File: config.mk
export PLATFORM = sky130hd
export DESIGN_NAME = seg_scan_mux_flat
export DESIGN_NICKNAME = d
export VERILOG_FILES = /design/src/rtl/seg_pkg.sv /design/src/rtl/seg_scan_mux_if.sv /design/src/rtl/seg_hex7_dec.sv /design/src/rtl/seg_scan_mux.sv /design/src/flat_wrapper.sv
export SDC_FILE = /design/constraint.sdc
export NUM_CORES = 1
export LEC_CHECK = 0
export BUFFER_PORTS_ARGS = -buffer_cell sky130_fd_sc_hd__buf_2
export CAP_MARGIN = 20
export CORE_MARGIN = 5
export CORE_UTILIZATION = 35
export CTS_CLUSTER_DIAMETER = 150
export DETAILED_ROUTE_END_ITERATION = 10
export PLACE_DENSITY = 0.62
export SLEW_MARGIN = 20
export SYNTH_ARGS = -nofsm -noshare
export SYNTH_HDL_FRONTEND = slang
export SYNTH_SLANG_ARGS = --single-unit
File: constraint.sdc
create_clock -name clk -period 6.66 [get_ports clk]
set_input_delay 1.332 -clock clk [delete_from_list [all_inputs] [get_ports clk]]
set_output_delay 1.332 -clock clk [all_outputs]
set_load 0.02 [all_outputs]
File: src/rtl/seg_pkg.sv
// Shared types, constants and helpers for the 7-segment scanner.
// Exports SEG_OFF, cnt_w() counter-width helper and hex7() glyph table.
package seg_pkg;

  localparam logic [7:0] SEG_OFF = 8'hFF;

  function automatic int cnt_w(input int n);
    return (n > 1) ? $clog2(n) : 1;
  endfunction

  // abcdefg, 1 = segment on
  function automatic logic [6:0] hex7(input logic [3:0] n);
    logic [6:0] r;
    unique case (n)
      4'h0: r = 7'h7E;
      4'h1: r = 7'h30;
      4'h2: r = 7'h6D;
      4'h3: r = 7'h79;
      4'h4: r = 7'h33;
      4'h5: r = 7'h5B;
      4'h6: r = 7'h5F;
      4'h7: r = 7'h70;
      4'h8: r = 7'h7F;
      4'h9: r = 7'h7B;
      4'hA: r = 7'h77;
      4'hB: r = 7'h1F;
      4'hC: r = 7'h4E;
      4'hD: r = 7'h3D;
      4'hE: r = 7'h4F;
      4'hF: r = 7'h47;
    endcase
    return r;
  endfunction

endpackage

File: src/rtl/seg_scan_mux_if.sv
// Display bus between data source and scanner.
// master: drives data/masks/brightness/disp_en; slave: drives seg/an/frame_start.
interface seg_scan_mux_if #(
  parameter int DIGITS   = 4,
  parameter int BRIGHT_W = 4
);
  logic [4*DIGITS-1:0] data;
  logic [DIGITS-1:0]   dp_mask;
  logic [DIGITS-1:0]   blank_mask;
  logic                lz_suppress;
  logic [BRIGHT_W-1:0] brightness;
  logic                disp_en;
  logic [7:0]          seg;
  logic [DIGITS-1:0]   an;
  logic                frame_start;

  modport master (
    output data, dp_mask, blank_mask,
    output lz_suppress, brightness, disp_en,
    input  seg, an, frame_start
  );

  modport slave (
    input  data, dp_mask, blank_mask,
    input  lz_suppress, brightness, disp_en,
    output seg, an, frame_start
  );
endinterface

File: src/rtl/seg_hex7_dec.sv
// Combinational nibble to abcdefg decoder (1 = segment on).
// Ports: nib_i (4b nibble), seg_o (7b abcdefg).
module seg_hex7_dec
  import seg_pkg::*;
(
  input  logic [3:0] nib_i,
  output logic [6:0] seg_o
);
  assign seg_o = hex7(nib_i);
endmodule

File: src/rtl/seg_scan_mux.sv
// Time-multiplexed common-anode hex scanner with frame shadowing,
// masks, leading-zero blanking, PWM dimming and dead-time.
// Ports: clk, rst_n (async low), bus (seg_scan_mux_if.slave).
module seg_scan_mux
  import seg_pkg::*;
#(
  parameter int DIGITS     = 4,
  parameter int SCAN_TICKS = 400000,
  parameter int DEAD_TICKS = 64,
  parameter int BRIGHT_W   = 4
) (
  input  logic           clk,
  input  logic           rst_n,
  seg_scan_mux_if.slave  bus
);
  localparam int SLOT_W = cnt_w(SCAN_TICKS);
  localparam int IDX_W  = cnt_w(DIGITS);

  logic [SLOT_W-1:0]   slot_q, slot_d;
  logic [IDX_W-1:0]    dig_q, dig_d;
  logic [BRIGHT_W-1:0] pwm_q, pwm_d;
  logic [4*DIGITS-1:0] data_sh_q;
  logic [DIGITS-1:0]   dp_sh_q, blank_sh_q;
  logic                lz_sh_q;
  logic                first_q;
  logic                fs_q, fs_d;
  logic [DIGITS-1:0]   an_q, an_d;
  logic [7:0]          seg_q, seg_d;

  logic              wrap, load, lit, zrun;
  logic [3:0]        nib;
  logic [6:0]        glyph;
  logic [DIGITS-1:0] lz_blank;

  assign wrap = (slot_q == SLOT_W'(SCAN_TICKS - 1));
  // first cycle after reset also reloads so the
  // opening frame never shows stale zeros
  assign load = first_q || (wrap && dig_q == '0);

  always_comb begin
    slot_d = wrap ? '0 : slot_q + 1'b1;
    dig_d  = dig_q;
    if (wrap)
      dig_d = (dig_q == '0) ? IDX_W'(DIGITS - 1)
                            : dig_q - 1'b1;
    pwm_d  = pwm_q + 1'b1;
    fs_d   = load;
  end

  // a digit is a leading zero if it and every
  // digit to its left hold zero; digit 0 is kept
  always_comb begin
    lz_blank = '0;
    zrun     = lz_sh_q;
    for (int i = DIGITS - 1; i > 0; i--) begin
      zrun        = zrun && (data_sh_q[4*i +: 4] == 4'h0);
      lz_blank[i] = zrun;
    end
  end

  assign nib = 4'(data_sh_q >> {dig_q, 2'b00});

  seg_hex7_dec u_dec (
    .nib_i (nib),
    .seg_o (glyph)
  );

  always_comb begin
    lit = (slot_q >= SLOT_W'(DEAD_TICKS))
       && bus.disp_en
       && !blank_sh_q[dig_q]
       && !lz_blank[dig_q]
       && (pwm_q <= bus.brightness);
    an_d  = '1;
    seg_d = SEG_OFF;
    if (lit) begin
      an_d  = ~(DIGITS'(1) << dig_q);
      seg_d = ~{glyph, dp_sh_q[dig_q]};
    end
  end

  always_ff @(posedge clk or negedge rst_n) begin
    if (!rst_n) begin
      slot_q     <= '0;
      dig_q      <= IDX_W'(DIGITS - 1);
      pwm_q      <= '0;
      data_sh_q  <= '0;
      dp_sh_q    <= '0;
      blank_sh_q <= '0;
      lz_sh_q    <= 1'b0;
      first_q    <= 1'b1;
      fs_q       <= 1'b0;
      an_q       <= '1;
      seg_q      <= SEG_OFF;
    end else begin
      slot_q  <= slot_d;
      dig_q   <= dig_d;
      pwm_q   <= pwm_d;
      first_q <= 1'b0;
      fs_q    <= fs_d;
      an_q    <= an_d;
      seg_q   <= seg_d;
      if (load) begin
        data_sh_q  <= bus.data;
        dp_sh_q    <= bus.dp_mask;
        blank_sh_q <= bus.blank_mask;
        lz_sh_q    <= bus.lz_suppress;
      end
    end
  end

  assign bus.seg         = seg_q;
  assign bus.an          = an_q;
  assign bus.frame_start = fs_q;

endmodule
File: src/flat_wrapper.sv
// flat-port wrapper written by rule: the top's interface ports become plain ports
module seg_scan_mux_flat import seg_pkg::*;
#(
  parameter int DIGITS     = 4,
  parameter int SCAN_TICKS = 400000,
  parameter int DEAD_TICKS = 64,
  parameter int BRIGHT_W   = 4
)
  (clk, rst_n, bus_data, bus_dp_mask, bus_blank_mask, bus_lz_suppress, bus_brightness, bus_disp_en, bus_seg, bus_an, bus_frame_start);
  seg_scan_mux_if #(.DIGITS(DIGITS), .BRIGHT_W(BRIGHT_W)) bus_i ();
  input  logic clk;
  input  logic rst_n;
  input wire logic [$bits(bus_i.data)-1:0] bus_data;
  input wire logic [$bits(bus_i.dp_mask)-1:0] bus_dp_mask;
  input wire logic [$bits(bus_i.blank_mask)-1:0] bus_blank_mask;
  input wire logic [$bits(bus_i.lz_suppress)-1:0] bus_lz_suppress;
  input wire logic [$bits(bus_i.brightness)-1:0] bus_brightness;
  input wire logic [$bits(bus_i.disp_en)-1:0] bus_disp_en;
  output wire logic [$bits(bus_i.seg)-1:0] bus_seg;
  output wire logic [$bits(bus_i.an)-1:0] bus_an;
  output wire logic [$bits(bus_i.frame_start)-1:0] bus_frame_start;
  assign bus_i.data = bus_data;
  assign bus_i.dp_mask = bus_dp_mask;
  assign bus_i.blank_mask = bus_blank_mask;
  assign bus_i.lz_suppress = bus_lz_suppress;
  assign bus_i.brightness = bus_brightness;
  assign bus_i.disp_en = bus_disp_en;
  assign bus_seg = bus_i.seg;
  assign bus_an = bus_i.an;
  assign bus_frame_start = bus_i.frame_start;
  seg_scan_mux #(.DIGITS(DIGITS), .SCAN_TICKS(SCAN_TICKS), .DEAD_TICKS(DEAD_TICKS), .BRIGHT_W(BRIGHT_W)) u_core (.clk(clk), .rst_n(rst_n), .bus(bus_i));
endmodule
**After elaboration in Yosys (flattened, before gate mapping)**

Memories as Yosys holds them, arrays and structs flattened.
Cells that the tools add are included.

- Input bits: 32
- Memory bits (read-only): 112
- Memories kept: 1
- Register bits: 64

Memories:

| name | words | width | rd ports | clocked after memory_dff | wr ports | line | RTL |
|---|---|---|---|---|---|---|---|
| (name not given) | 16 | 7 | 1 | 0 | 0 | seg_pkg.sv:14 | `unique case (n)` |

- Shift operators: 2
- Reduce and logical (&&, ||, !) cells: 15
- Bitwise logic cells: 2
- Add/sub/neg operators: 3
- $lt $le $gt $ge: 3
- Mux-type cells: 10
- Equal/unequal tests: 1

Operators by type and width:

| kind | count |
|---|---|
| adder 19 x 1 -> 19 bit, second input constant | 1 |
| == test 19 bit, second input constant | 1 |
| >= comparator 19 x 7 -> 1 bit, second input constant | 1 |
| two-way mux 19 bit | 1 |
| right shift 16 x 4 -> 4 bit | 1 |
| logical NOT 4 bit | 3 |
| logical AND 1 bit | 8 |
| two-way mux 8 bit | 1 |
| NOT 8 bit | 1 |
| binary-select mux 1 bit (select 2 bit) | 3 |
| adder 4 x 1 -> 4 bit, second input constant | 1 |
| less-or-equal comparator 4 bit | 1 |
| two-way mux 4 bit | 1 |
| NOT 4 bit | 1 |
| << shifter 1 x 2 -> 4 bit, first input constant | 1 |
| < comparator 2 x 3 -> 1 bit, second input constant | 1 |
| two-way mux 1 bit | 3 |
| logical NOT 1 bit | 2 |
| logical NOT 2 bit | 1 |
| two-way mux 2 bit | 1 |
| subtractor 2 x 1 -> 2 bit, second input constant | 1 |
| logical OR 1 bit | 1 |

**Logic depth before layout (Yosys ltp)**

- Depth in word-level cells: 10
- Mapped depth: 8
- Depth with buffers taken out: 7

**Modules after synthesis**

A second synthesis with hierarchy kept.

- Cell total of the unflattened synthesis: 254
- Area, all modules: 3223.1 µm²

By module, submodules not included:

| module | instances | seq. area each (µm²) | area an instance (µm²) | cells an instance |
|---|---|---|---|---|
| seg_scan_mux | 1 | 1620.3 | 2932.8 | 221 |
| seg_hex7_dec | 1 | 0.0 | 290.3 | 33 |

**Least setup slack after synthesis**

No wires, ideal clock.

- Kind: input-to-reg
- Start point: input bus_brightness[1]
- End point: register u_core.seg_q[5], in the netlist u_core.bus.seg[5]
- Buffers on the path: 1
- Library setup time: 0.102 ns
- Stages on the path: 8
- Slack: 3.830 ns
- Data arrival time: 2.728 ns
- Cells stage by stage: inv_1 ha_1 nor2b_1 o21a_1 o21a_1 o21ai_0 clkbuf_1 o2111ai_1

- Cells in the longest elaborated chain, start to end: 3

RTL lines:

| item | line | RTL |
|---|---|---|
| from (decl) | flat_wrapper.sv:17 | `input wire logic [$bits(bus_i.brightness)-1:0] bus_brightness;` |
| less-or-equal comparator 4 bit | seg_scan_mux.sv:73 | `&& (pwm_q <= bus.brightness);` |
| logical AND 1 bit | seg_scan_mux.sv:73 |  |
| two-way mux 8 bit | seg_scan_mux.sv:76 | `if (lit) begin` |
| net u_core.seg_d[5] | seg_scan_mux.sv:28 | `logic [7:0] seg_q, seg_d;` |
| to (signal assigned) | seg_scan_mux.sv:102 | `seg_q <= seg_d;` |
| to (decl) | seg_scan_mux.sv:28 |  |

The timed path passes the listed nets, and every way through them passes these cells.
A chain may end at the register's enable or synchronous reset.

**Worst setup path after layout**

- Start point: register u_core.dig_q[0]
- End point: register u_core.seg_q[2], in the netlist u_core.bus.seg[2]

- Cells in the longest elaborated chain, start to end: 7
- Elaborated cells on any way between the ends: 13
- Those cells by class: shift: 1; mux: 5; bitwise: 1; reduce/logical: 5; memory: 1

RTL lines:

| item | line | RTL |
|---|---|---|
| from (decl) | seg_scan_mux.sv:20 | `logic [IDX_W-1:0] dig_q, dig_d;` |
| from (signal assigned) | seg_scan_mux.sv:85 | `dig_q <= IDX_W'(DIGITS - 1);` |
| from (signal assigned) | seg_scan_mux.sv:97 | `dig_q <= dig_d;` |
| branches (longest 6 deep; another with memory (16 x 7 bit)) | -- |  |
| two-way mux 8 bit (*) | seg_scan_mux.sv:76 |  |
| net u_core.seg_d[2] | seg_scan_mux.sv:28 |  |

Mark *: on every way through the listed nets, which the timed path passes. The select of a mux whose other input is x is not followed.

==> reports/metrics.cfg <==
[sta]
timing.slew.headroom_pct=37.7
timing.fmax_mhz=385
worst_pin_slew_ns=0.931
timing.final.hold_violations=0
final_min_period_over_clock_period_pct=39.0
period_minus_slack_ns=2.60
timing.final.ws_setup_ns=4.06
tns_ns=0
grt_setup_unrepaired=false
finalMaxSlewViolations=0
finClkSkew_ns=0.00997
setup_viol=0

[synthesis]
syn_area_per_cell_sq_um=12.4
cell_area_after_synthesis_sq_um=3250
synth_area_leader_cell=sky130_fd_sc_hd__dfrtp_1
synth-edff-count=0
ys_warn_count=0
syn-num-nets=310
netlist_top_cells_area=sky130_fd_sc_hd__dfrtp_1, sky130_fd_sc_hd__dfstp_2, sky130_fd_sc_hd__mux2_4, sky130_fd_sc_hd__ha_1, sky130_fd_sc_hd__mux4_2
area_share_of_the_largest_cell_type_after_synthesis_pct=37.7
synth.yosys.seq_area_share_pct=49.8
synth_top_flop_cell=sky130_fd_sc_hd__dfrtp_1
synth.distinct_cells=41
synth-seq-cells=64
async_reset_ff_share_pct=100
cell_count_after_synthesis=262

[routing]
vias_per_cell=4.90
drt-total-wl_mm=6.14
ant_nets=0
drt-initial-drc-count=75
vias=2098
drc=0
wl_per_cell_um=14.4
detail_route.first_pass.iterations=4

[cells_and_area]
fillers=861
layout.cells.most_common_list=sky130_fd_sc_hd__dfrtp_1, sky130_fd_sc_hd__buf_2, sky130_fd_sc_hd__mux2_4
proportion_of_layout_cells_with_a_drive_suffix_above_1_pct=34.7
num_antenna_cells=0
multi_input_area_sq_um=1520
layout_commonest_cell=sky130_fd_sc_hd__dfrtp_1
final_net_count=360
seqCellArea_sq_um=1620
finalInstanceArea_sq_um=3770
area_delta_synth_final_pct=15.8

[setup_path]
startpoint_kind_of_the_worst_setup_timing_path=flip-flop
crit_slowest_cell=sky130_fd_sc_hd__dfstp_2
timing.critical_path.to_type=flip-flop
worst-endpoint-arrival_ns=2.80
startpoint=u_core.dig_q[0]$_DFFE_PN1N_
max_stage_delay_ns=0.73
crit_chain=mux4_2, a41oi_1, nand2_1, a31oi_1, o2111ai_1
worstPathMaxFanout=13
regToRegStartpoint=u_core.dig_q[0]$_DFFE_PN1N_
critical_path_required_ns=6.86
path_class=flip-flop to flip-flop

[floorplanning]
die_h_um=106
floorplan.die_area_sq_um=11300
starting_utilization_of_the_core_area_pct=35.5
ioPinCount=45
placement_rows=35
design.core.area_sq_um=9150
die_x_um=106

[clock_network]
tritoncts_num_sinks=64
ctsHoldBuffers=0
cts_root_buffer=sky130_fd_sc_hd__clkbuf_8
setup_fix_bufs_post_cts=0
cts_tree=built
clkLatencyLatePin_ns=0.34
cts_htree_levels=3
postCtsResizedCells=0
cts.clk_slew.worst_paths_ns=0.06
max_clock_buf_depth=2
cts_buffers=9

[power_and_ir_drop]
cellPowerDensity_nw_per_um2=210
worst_vdd_ir_mv=0.0957
design_power_total_w=0.000790
leakage_nw=1.73

[grt]
grt_max_degree=65
via_count_of_the_first_global_routing_pass=2196
globalRouteOverflowTotal=0
grt_first_pass_wirelength_mm=10.7
antenna_found_initial=0
grt_use_total_pct=11.9

[place]
io_buffer_count=44
detailed_place.area_sq_um=3580
detailedPlace.worstSlack_ns=3.85
hpwl_mm=4.46
gp_congestion=0.781

[job]
cap_violations=0

[hold_path]
hold_path_startpoint=u_core.pwm_q[3]$_DFF_PN0_
hold_path_class=flip-flop to flip-flop

[run_status]
run_status=complete, no violations

## flip-flops by register name (all words and copies together) (netlist names), 2 cells and up
name / cells
u_core.blank_sh_q: 4
u_core.pwm_q: 4
u_core.bus.seg: 8
u_core.data_sh_q: 16
u_core.bus.an: 4
u_core.dig_q: 2
u_core.dp_sh_q: 4
u_core.slot_q: 19
## power breakdown
part / total, W / internal, W / leakage [nW] / switching, W
Clock: 0.000279 / 0.000145 / 0.0817 / 0.000133
Combinational: 0.0000895 / 0.0000499 / 0.887 / 0.0000397
Sequential: 0.000421 / 0.000405 / 0.763 / 0.0000157
## cells in the mapped netlist, types with 2 or more instances
cell type,instances
sky130_fd_sc_hd__o21ai_0,9
sky130_fd_sc_hd__inv_1,16
sky130_fd_sc_hd__dfrtp_1,49
sky130_fd_sc_hd__mux2_4,19
sky130_fd_sc_hd__nand2_1,10
sky130_fd_sc_hd__nor2b_1,2
sky130_fd_sc_hd__nor4_1,5
sky130_fd_sc_hd__ha_1,16
sky130_fd_sc_hd__xnor2_1,13
sky130_fd_sc_hd__a31oi_1,3
sky130_fd_sc_hd__a21oi_1,3
sky130_fd_sc_hd__mux4_2,6
sky130_fd_sc_hd__mux2_2,7
sky130_fd_sc_hd__nand3_1,17
sky130_fd_sc_hd__nand2b_1,2
sky130_fd_sc_hd__xor2_1,8
sky130_fd_sc_hd__nor2_1,14
sky130_fd_sc_hd__and3_1,6
sky130_fd_sc_hd__clkbuf_1,3
sky130_fd_sc_hd__nor3b_1,4
sky130_fd_sc_hd__nand4_1,4
sky130_fd_sc_hd__o21a_1,2
sky130_fd_sc_hd__buf_2,3
sky130_fd_sc_hd__mux2i_1,5
sky130_fd_sc_hd__nor3_1,3
sky130_fd_sc_hd__dfstp_2,15
sky130_fd_sc_hd__o2111ai_1,3
sky130_fd_sc_hd__buf_6,2
## cells by family after synthesis
logic type,synth area share (%)
other,0.115
buffers and inverters,3.35
AO/OA/AOI/OAI,5.42
XOR/XNOR,5.65
flip-flops,49.8
AND/OR/NAND/NOR,12.6
adder cells (fa/ha/maj),6.15
multiplexers,16.9
## per-layer routing
layer,wire [um],global-route usage (%)
met1,3130,16.8
met3,288,3.76
met5,0,0
met2,2630,16.9
met4,97,4.38
## final cells by class
class,instances,share of cell area (%)
Multi-Input combinational cell,174,40.5
Clock inverter,1,0.133
Sequential cell,64,43.0
Clock buffer,15,4.15
Inverter,16,1.59
Tap cell,111,3.69
Timing Repair Buffer,47,6.97
## per-stage QoR
step	hold WS [ns]	std cells	utilization, %
after global placement	0.463	411	39.1
final	0.479	428	41.2
after detailed placement	0.481	411	39.1
after floorplan	0.440	262	-
after global routing	0.501	428	41.2
after CTS	0.488	427	40.9
## critical path, delay by kind of cell, from the launching register on
kind	cells	cell delay, ns
compound gates	3	1.10
flops	1	0.73
mux	1	0.54
simple gates	1	0.09
## worst paths after layout
check	endpoint	slack, ns	cells past startpoint
setup / recovery	u_core.bus.seg[2]$_DFF_PN1_	4.06	5
min in group asynchronous	u_core.data_sh_q[10]$_DFFE_PN0P_	1.16	2
setup reg to reg	u_core.bus.seg[2]$_DFF_PN1_	4.06	5
hold reg to reg	u_core.pwm_q[3]$_DFF_PN0_	0.48	1
hold / removal	u_core.pwm_q[3]$_DFF_PN0_	0.48	1
max in group asynchronous	u_core.slot_q[16]$_DFF_PN0_	4.99	2
Power figures use the tool's default switching activity.
